<file path="config.mk">
export PLATFORM = sky130hd
export DESIGN_NAME = ps2_rx_frame_flat
export DESIGN_NICKNAME = d
export VERILOG_FILES = /design/src/rtl/ps2_rx_frame_if.sv /design/src/rtl/ps2_rx_frame.sv /design/src/flat_wrapper.sv
export SDC_FILE = /design/constraint.sdc
export NUM_CORES = 1
export LEC_CHECK = 0
export CORE_ASPECT_RATIO = 1.25
export CORE_MARGIN = 8
export CORE_UTILIZATION = 40
export CTS_CLUSTER_SIZE = 25
export DETAILED_ROUTE_END_ITERATION = 8
export PLACE_DENSITY = 0.68
export REMOVE_ABC_BUFFERS = 1
export SLEW_MARGIN = 15
export SYNTH_ARGS = -nofsm -noshare
export SYNTH_HDL_FRONTEND = slang
export SYNTH_SLANG_ARGS = --single-unit
</file>
<file path="constraint.sdc">
create_clock -name px_clk -period 3.1 [get_ports px_clk]
set_input_delay 0.31 -clock px_clk [delete_from_list [all_inputs] [get_ports px_clk]]
set_output_delay 0.31 -clock px_clk [all_outputs]
set_load 0.01 [all_outputs]
</file>
<file path="src/rtl/ps2_rx_frame_if.sv">
// rtl/ps2_rx_frame_if.sv - receive-side result bundle of the PS/2 frame receiver
interface ps2_rx_frame_if;
   logic [7:0] rx_byte;
   logic       rx_valid;
   logic       rx_error;
   logic [1:0] rx_err_code;
   logic       busy;

   modport master (
      output rx_byte,
      output rx_valid,
      output rx_error,
      output rx_err_code,
      output busy
   );

   modport slave (
      input rx_byte,
      input rx_valid,
      input rx_error,
      input rx_err_code,
      input busy
   );
endinterface

</file>
<file path="src/rtl/ps2_rx_frame.sv">
// rtl/ps2_rx_frame.sv - PS/2 device-to-host frame receiver with deglitch, parity/stop checks and timeout
module ps2_rx_frame #(
   parameter int FILTER_LEN     = 8,
   parameter int TIMEOUT_CYCLES = 50000
) (
   input  logic           px_clk,
   input  logic           clr,
   input  logic           ps2_clk,
   input  logic           ps2_data,
   ps2_rx_frame_if.master rx
);
   localparam int FW = (FILTER_LEN > 1) ? $clog2(FILTER_LEN) : 1;
   localparam int TW = (TIMEOUT_CYCLES > 2) ? $clog2(TIMEOUT_CYCLES) : 2;

   typedef enum logic [1:0] {
      S_IDLE  = 2'd0,
      S_RECV  = 2'd1,
      S_CHECK = 2'd2
   } state_t;

   logic          clk_s1_q, clk_s1_d, clk_s2_q, clk_s2_d;
   logic          data_s1_q, data_s1_d, data_s2_q, data_s2_d;
   logic          clk_filt_q, clk_filt_d;
   logic [FW-1:0] filt_cnt_q, filt_cnt_d;
   logic          fall;

   state_t        state_q, state_d;
   logic [3:0]    bit_cnt_q, bit_cnt_d;
   logic [8:0]    shift_q, shift_d;
   logic [TW-1:0] tcnt_q, tcnt_d, tcnt_inc;
   logic [7:0]    rx_byte_q, rx_byte_d;
   logic          rx_valid_q, rx_valid_d;
   logic          rx_error_q, rx_error_d;
   logic [1:0]    err_code_q, err_code_d;
   logic          busy_q, busy_d;

   // Deglitch: the filtered clock only follows the synced pin after
   // FILTER_LEN consecutive cycles of disagreement.
   always_comb begin
      clk_s1_d   = ps2_clk;
      clk_s2_d   = clk_s1_q;
      data_s1_d  = ps2_data;
      data_s2_d  = data_s1_q;
      clk_filt_d = clk_filt_q;
      filt_cnt_d = '0;
      if (clk_s2_q != clk_filt_q) begin
         if (filt_cnt_q == FW'(FILTER_LEN - 1)) begin
            clk_filt_d = clk_s2_q;
         end else begin
            filt_cnt_d = filt_cnt_q + 1'b1;
         end
      end
      fall = clk_filt_q & ~clk_filt_d;
   end

   always_comb begin
      state_d    = state_q;
      bit_cnt_d  = bit_cnt_q;
      shift_d    = shift_q;
      tcnt_d     = tcnt_q;
      tcnt_inc   = tcnt_q + 1'b1;
      rx_byte_d  = rx_byte_q;
      rx_valid_d = 1'b0;
      rx_error_d = 1'b0;
      err_code_d = err_code_q;
      busy_d     = busy_q;

      unique case (state_q)
         S_IDLE: begin
            if (fall) begin
               if (!data_s2_q) begin
                  state_d   = S_RECV;
                  bit_cnt_d = 4'd1;
                  busy_d    = 1'b1;
                  tcnt_d    = '0;
               end else begin
                  rx_error_d = 1'b1;
                  err_code_d = 2'd1;
               end
            end
         end
         S_RECV: begin
            if (fall) begin
               tcnt_d    = '0;
               bit_cnt_d = bit_cnt_q + 4'd1;
               if (bit_cnt_q == 4'd10) begin
                  // The verdict is registered here so the pulse shows during CHECK.
                  state_d = S_CHECK;
                  busy_d  = 1'b0;
                  if (!data_s2_q) begin
                     rx_error_d = 1'b1;
                     err_code_d = 2'd3;
                  end else if (!(^shift_q)) begin
                     rx_error_d = 1'b1;
                     err_code_d = 2'd2;
                  end else begin
                     rx_valid_d = 1'b1;
                     rx_byte_d  = shift_q[7:0];
                  end
               end else begin
                  shift_d = {data_s2_q, shift_q[8:1]};
               end
            end else if (tcnt_inc == TW'(TIMEOUT_CYCLES - 1)) begin
               state_d    = S_IDLE;
               busy_d     = 1'b0;
               tcnt_d     = '0;
               rx_error_d = 1'b1;
               err_code_d = 2'd0;
            end else begin
               tcnt_d = tcnt_inc;
            end
         end
         S_CHECK: begin
            state_d = S_IDLE;
         end
         default: begin
            state_d = S_IDLE;
            busy_d  = 1'b0;
         end
      endcase
   end

   always_ff @(posedge px_clk) begin
      if (clr) begin
         clk_s1_q   <= 1'b1;
         clk_s2_q   <= 1'b1;
         data_s1_q  <= 1'b1;
         data_s2_q  <= 1'b1;
         clk_filt_q <= 1'b1;
         filt_cnt_q <= '0;
         state_q    <= S_IDLE;
         bit_cnt_q  <= '0;
         shift_q    <= '0;
         tcnt_q     <= '0;
         rx_byte_q  <= '0;
         rx_valid_q <= 1'b0;
         rx_error_q <= 1'b0;
         err_code_q <= 2'd0;
         busy_q     <= 1'b0;
      end else begin
         clk_s1_q   <= clk_s1_d;
         clk_s2_q   <= clk_s2_d;
         data_s1_q  <= data_s1_d;
         data_s2_q  <= data_s2_d;
         clk_filt_q <= clk_filt_d;
         filt_cnt_q <= filt_cnt_d;
         state_q    <= state_d;
         bit_cnt_q  <= bit_cnt_d;
         shift_q    <= shift_d;
         tcnt_q     <= tcnt_d;
         rx_byte_q  <= rx_byte_d;
         rx_valid_q <= rx_valid_d;
         rx_error_q <= rx_error_d;
         err_code_q <= err_code_d;
         busy_q     <= busy_d;
      end
   end

   assign rx.rx_byte     = rx_byte_q;
   assign rx.rx_valid    = rx_valid_q;
   assign rx.rx_error    = rx_error_q;
   assign rx.rx_err_code = err_code_q;
   assign rx.busy        = busy_q;
endmodule

</file>
<file path="src/flat_wrapper.sv">
// flat-port wrapper written by rule: the top's interface ports become plain ports
module ps2_rx_frame_flat 
#(
   parameter int FILTER_LEN     = 8,
   parameter int TIMEOUT_CYCLES = 50000
)
  (px_clk, clr, ps2_clk, ps2_data, rx_rx_byte, rx_rx_valid, rx_rx_error, rx_rx_err_code, rx_busy);
  ps2_rx_frame_if rx_i ();
  input  logic px_clk;
  input  logic clr;
  input  logic ps2_clk;
  input  logic ps2_data;
  output wire logic [$bits(rx_i.rx_byte)-1:0] rx_rx_byte;
  output wire logic [$bits(rx_i.rx_valid)-1:0] rx_rx_valid;
  output wire logic [$bits(rx_i.rx_error)-1:0] rx_rx_error;
  output wire logic [$bits(rx_i.rx_err_code)-1:0] rx_rx_err_code;
  output wire logic [$bits(rx_i.busy)-1:0] rx_busy;
  assign rx_rx_byte = rx_i.rx_byte;
  assign rx_rx_valid = rx_i.rx_valid;
  assign rx_rx_error = rx_i.rx_error;
  assign rx_rx_err_code = rx_i.rx_err_code;
  assign rx_busy = rx_i.busy;
  ps2_rx_frame #(.FILTER_LEN(FILTER_LEN), .TIMEOUT_CYCLES(TIMEOUT_CYCLES)) u_core (.px_clk(px_clk), .clr(clr), .ps2_clk(ps2_clk), .ps2_data(ps2_data), .rx(rx_i));
endmodule
</file>
# Word level (Yosys, flattened, before mapping)
# Cells that the tools add are included.
# totals
output_inout_bits	13
reg_bits	52
in_bits	4
wordCells	90
# classes
n_bitwise	8
eq_ne	13
reduce_logical	12
muxes	39
n_addsub	3
# op_table
operator	n
16-bit 2-to-1 mux	4
16-bit case mux with 2 select lines	1
2-bit 2-to-1 mux	11
16-bit by 1-bit adder with 16-bit output, second input constant	1
16-bit equality test, second input constant	1
1-bit 2-to-1 mux	15
4-bit 2-to-1 mux	3
5-bit AND reduction	2
9-bit parity	1
2-bit case mux with 2 select lines	2
4-bit case mux with 2 select lines	1
4-bit AND reduction	2
1-bit NOT	7
2-bit by 1-bit != test with 1-bit output, second input constant	3
3-bit AND reduction	2
6-bit AND reduction	1
5-bit OR reduction	1
4-bit by 1-bit adder with 4-bit output, second input constant	1
4-bit equality test, second input constant	1
4-bit != test, second input constant	1
3-bit by 1-bit adder with 3-bit output, second input constant	1
3-bit equality test, second input constant	1
3-bit by 1-bit != test with 1-bit output, second input constant	1
3-bit != test, second input constant	1
10 further kinds	10

# Logic depth before layout (Yosys ltp)
# logic_depth
ltp_word	7
mapped_depth	11
mapped_depth_nobuf	9

# Least setup slack after synthesis
# OpenSTA, ideal clock, no wires.
# synth_timing
kind	reg2reg
start	register u_core.tcnt_q[0]
end	register u_core.tcnt_q[1]
setup_slack_ns	0.791
n_path_buf	2
arrival_time_ns	2.192
stages_incl_launch_ff	10
required_ns	2.983
synth_period_minus_slack_ns	2.309
setup_ns	0.117
path_cell_list	dfxtp_1 -> ha_1 -> and3_1 -> a311o_1 -> a211o_1 -> a21oi_2 -> a31oi_2 -> buf_6 -> buf_8 -> a22o_1
# synth_via
elab_chain_len	5
# synth_lines
element	line_no	source
from (decl)	ps2_rx_frame.sv:30	logic [TW-1:0] tcnt_q, tcnt_d, tcnt_inc;
from (signal assigned)	ps2_rx_frame.sv:150	tcnt_q <= tcnt_d;
16-bit by 1-bit adder with 16-bit output *	ps2_rx_frame.sv:61	tcnt_inc = tcnt_q + 1'b1;
16-bit equality test	ps2_rx_frame.sv:103	end else if (tcnt_inc == TW'(TIMEOUT_CYCLES - 1)) begin
16-bit 2-to-1 mux *	ps2_rx_frame.sv:103	
16-bit 2-to-1 mux *	ps2_rx_frame.sv:83	if (fall) begin
16-bit case mux with 2 select lines *	ps2_rx_frame.sv:68	unique case (state_q)
# Every way passes the cells marked *; elsewhere a longest branch is shown, timed or not.
# A chain may end at the register's enable or synchronous reset.

# Worst setup path after layout
# layout_timing
start	register u_core.tcnt_q[1]
end	register u_core.tcnt_q[15]
# The elaborated chain is that of the path after synthesis.

==> key figures <==
Floorplan
  • Starting Density: 41.4%
  • Ports: 17
  • Die Ht: 106 µm
  • Die X: 87.7 µm
  • Rows: 32
  • Die area: about 9300 µm²
  • Core area: 6210 µm²

Clock tree
  • CTS Buffer Depth: 2
  • # hold bufs at CTS: 0
  • Worst skew pair latency: 310 ps
  • CTS Root Cell: clkbuf_8
  • Number of H-tree levels: 2
  • Resized cells post-CTS: 0
  • CTS tree: done
  • Reg clk slew, reported paths: 100 ps
  • TritonCTS Sinks: 52
  • Setup Fix Bufs, Post-CTS: 0
  • Num CTS Buffers: 5

Placed design
  • HPWL after DPL: 3530 µm
  • Port buffer count: 16
  • DP Cell Count: 388
  • Routability congestion estimate: 0.894

Detailed routing
  • Via count: 2100
  • Final ANT Viol Nets: 0
  • Wire length per cell: between 10 and 15 µm
  • Initial DRC Count: 100
  • Routed WL: 4930 µm
  • Initial DRT Pass Iterations: 4
  • Via density per instance: 5.30
  • DRC viols: 0

Timing
  • Final setup fails: 0
  • Unrepaired setup endpoints after global routing: false
  • Slew @ Worst Pin: 539 ps
  • Worst clock skew: 8.10 ps
  • FMAX: 387 MHz
  • Max-slew headroom: 64.0%
  • Count of pins over their slew limit: 0
  • Fin Setup TNS: 0 ps
  • Hold Slack: approximately 420 ps
  • Fin crit share: 83.4%
  • Crit path time final: 2590 ps
  • Final hold vios: 0

Global routing
  • Number of global-route vias before repair: 1886
  • Global Route Usage Sum: 10.8%
  • Initial antenna violation count: 0
  • First-pass GRT wire length: 8400 µm
  • Largest net degree at the start of global routing: 42
  • GRT overflow: 0

Cells and area
  • Share of cells above drive strength 1: 8.36%
  • Area delta synth->final: 11.5%
  • Final Net Count: 320
  • Multi-input logic area: 1420 µm²
  • Ant diodes: 0
  • Fin cells: between 300 and 400
  • Seq. cell area: around 1000 µm²
  • Final Core Density: 46.1%
  • Fillcell total: 614

Logic synthesis
  • Area leader, netlist: dfxtp_1
  • EDFF count, synth: 0
  • Count leader, synth: dfxtp_1
  • Async S/R FF share, synth: 0%
  • Synth Flop Type: dfxtp_1
  • Flop and latch count out of synthesis: 52
  • Sequential area share after synthesis: 40.5%
  • Post-Syn Instances: ~300
  • Mean area per synthesized cell: around 8.6 µm²
  • Post-synth top cells: dfxtp_1, nand2_1, nor2_1, a21oi_1
  • Yosys warns: 0
  • Post-Syn Area: 2570 µm²
  • Top-area cell type share of the netlist area: 40.5%
  • Synth unique cells: 52
  • Top post-synthesis cells by area: dfxtp_1, nand2_1, a21oi_1

Critical path
  • Crit. End Element: flip-flop
  • Critical path class: reg2reg
  • CP required: ~3300 ps
  • Worst Setup Start Kind: flip-flop
  • CP max stage delay: 480 ps
  • Slowest CP cell: dfxtp_1
  • Max FO, Critical Path: 22
  • WP buf/inv: 1
  • Crit path max-delay family: simple AND/OR/NAND/NOR gates
  • CP Cell Sequence: ha_1, nand3_2, nor4_4, a21oi_1, o21bai_4, a31oi_2, buf_4, or2b_1, a31oi_1
  • Worst Path Arrival: 2830 ps
  • R2R Setup Slk: 510 ps

Hold path
  • Tightest Hold Check Type: reg2reg

Power
  • Pwr dens: 382 nW/µm²
  • Max VDD drop: 0.179 mV
  • Pleak: 1.00 nW
  • Power Total: 0.00109 W

Run
  • Max cap viols: 0

Outcome
  • Outcome: completed
## cells in the final DEF, fill, tap and decap left out, types with 2 or more instances in the layout
cell and count:
dfxtp_1 52, nand2_1 39, nor2_1 30, a21oi_1 26
clkdlybuf4s50_1 16, o21ai_0 11, a31oi_1 11, mux2i_1 10
nand3_1 10, xnor2_1 8, and3_1 7, inv_1 6
ha_1 6, nor3_1 5, nand2b_1 5, nand4_1 5
or2_2 5, clkbuf_8 5, nor2b_1 4, nor4_1 4
and2_1 3, o21bai_1 3, buf_4 3, a211oi_1 2
nand3b_1 2, xor2_1 2, o22ai_1 2, or4_1 2
or2b_1 2, a22o_1 2, a22oi_1 2, inv_6 2
## registers in the layout (all words and copies together), names as in the netlist, 2 cells and up
signal,count
u_core.shift_q,9
u_core.tcnt_q,16
u_core.state_q,2
u_core.filt_cnt_q,3
u_core.rx.rx_byte,8
u_core.rx.rx_err_code,2
u_core.bit_cnt_q,4
## worst paths after layout
path / from / end / cells past startpoint
worst max register to register: u_core.tcnt_q[1] / u_core.tcnt_q[15] / 9
worst min register to register: u_core.clk_s1_q / u_core.clk_s2_q / 1
worst max-delay path: u_core.tcnt_q[1] / u_core.tcnt_q[15] / 9
worst min-delay path: u_core.clk_s1_q / u_core.clk_s2_q / 1
## worst register-to-register path: stages (launching register included)
cell,delay [ps]
dfxtp_1,480
ha_1,330
nand3_2,210
nor4_4,430
a21oi_1,130
o21bai_4,190
a31oi_2,120
buf_4,250
or2b_1,250
a31oi_1,150
## layout make-up
type | instances | share of cell area (%)
Inverter | 6 | 0.787
Clock inverter | 3 | 0.875
Multi-Input combinational cell | 226 | 49.5
Sequential cell | 52 | 36.4
Timing Repair Buffer | 19 | 6.38
Clock buffer | 5 | 2.40
Tap cell | 85 | 3.72
## power by group
part,leakage (nW),internal (W),switching [W]
registers,0.420,0.000670,0.00000155
logic,0.536,0.00000806,0.0000131
clock network,0.0452,0.000165,0.000234
## per-layer routing
metal | GRT usage (%) | routed length, µm | vias up | share of wire (%)
met2 | 17.9 | 2430 | 40 | 49
li1 | - | - | 1086 | -
met5 | 0 | 0 | - | 0
met1 | 13.3 | 2180 | 965 | 44
met4 | 3.70 | 72 | 0 | 1.5
met3 | 2.64 | 253 | 9 | 5.1
## metrics by stage
stage                     cell area (µm²)  setup slack [ps]
after floorplan                      2480               586
after global placement               2770               647
after detailed placement             2770               534
after CTS                            2860               502
after global routing                 2860               282
final                                2860               514
## cells by family after synthesis
kind of cell / share of synthesized area, %
AND/OR/NAND/NOR: 27.9
AO/OA/AOI/OAI: 16.1
flip-flops: 40.5
buffers and inverters: 4.34
XOR/XNOR: 4.29
multiplexers: 3.90
adder cells (fa/ha/maj): 2.92
Note: power is estimated with default switching activity, not from simulation.
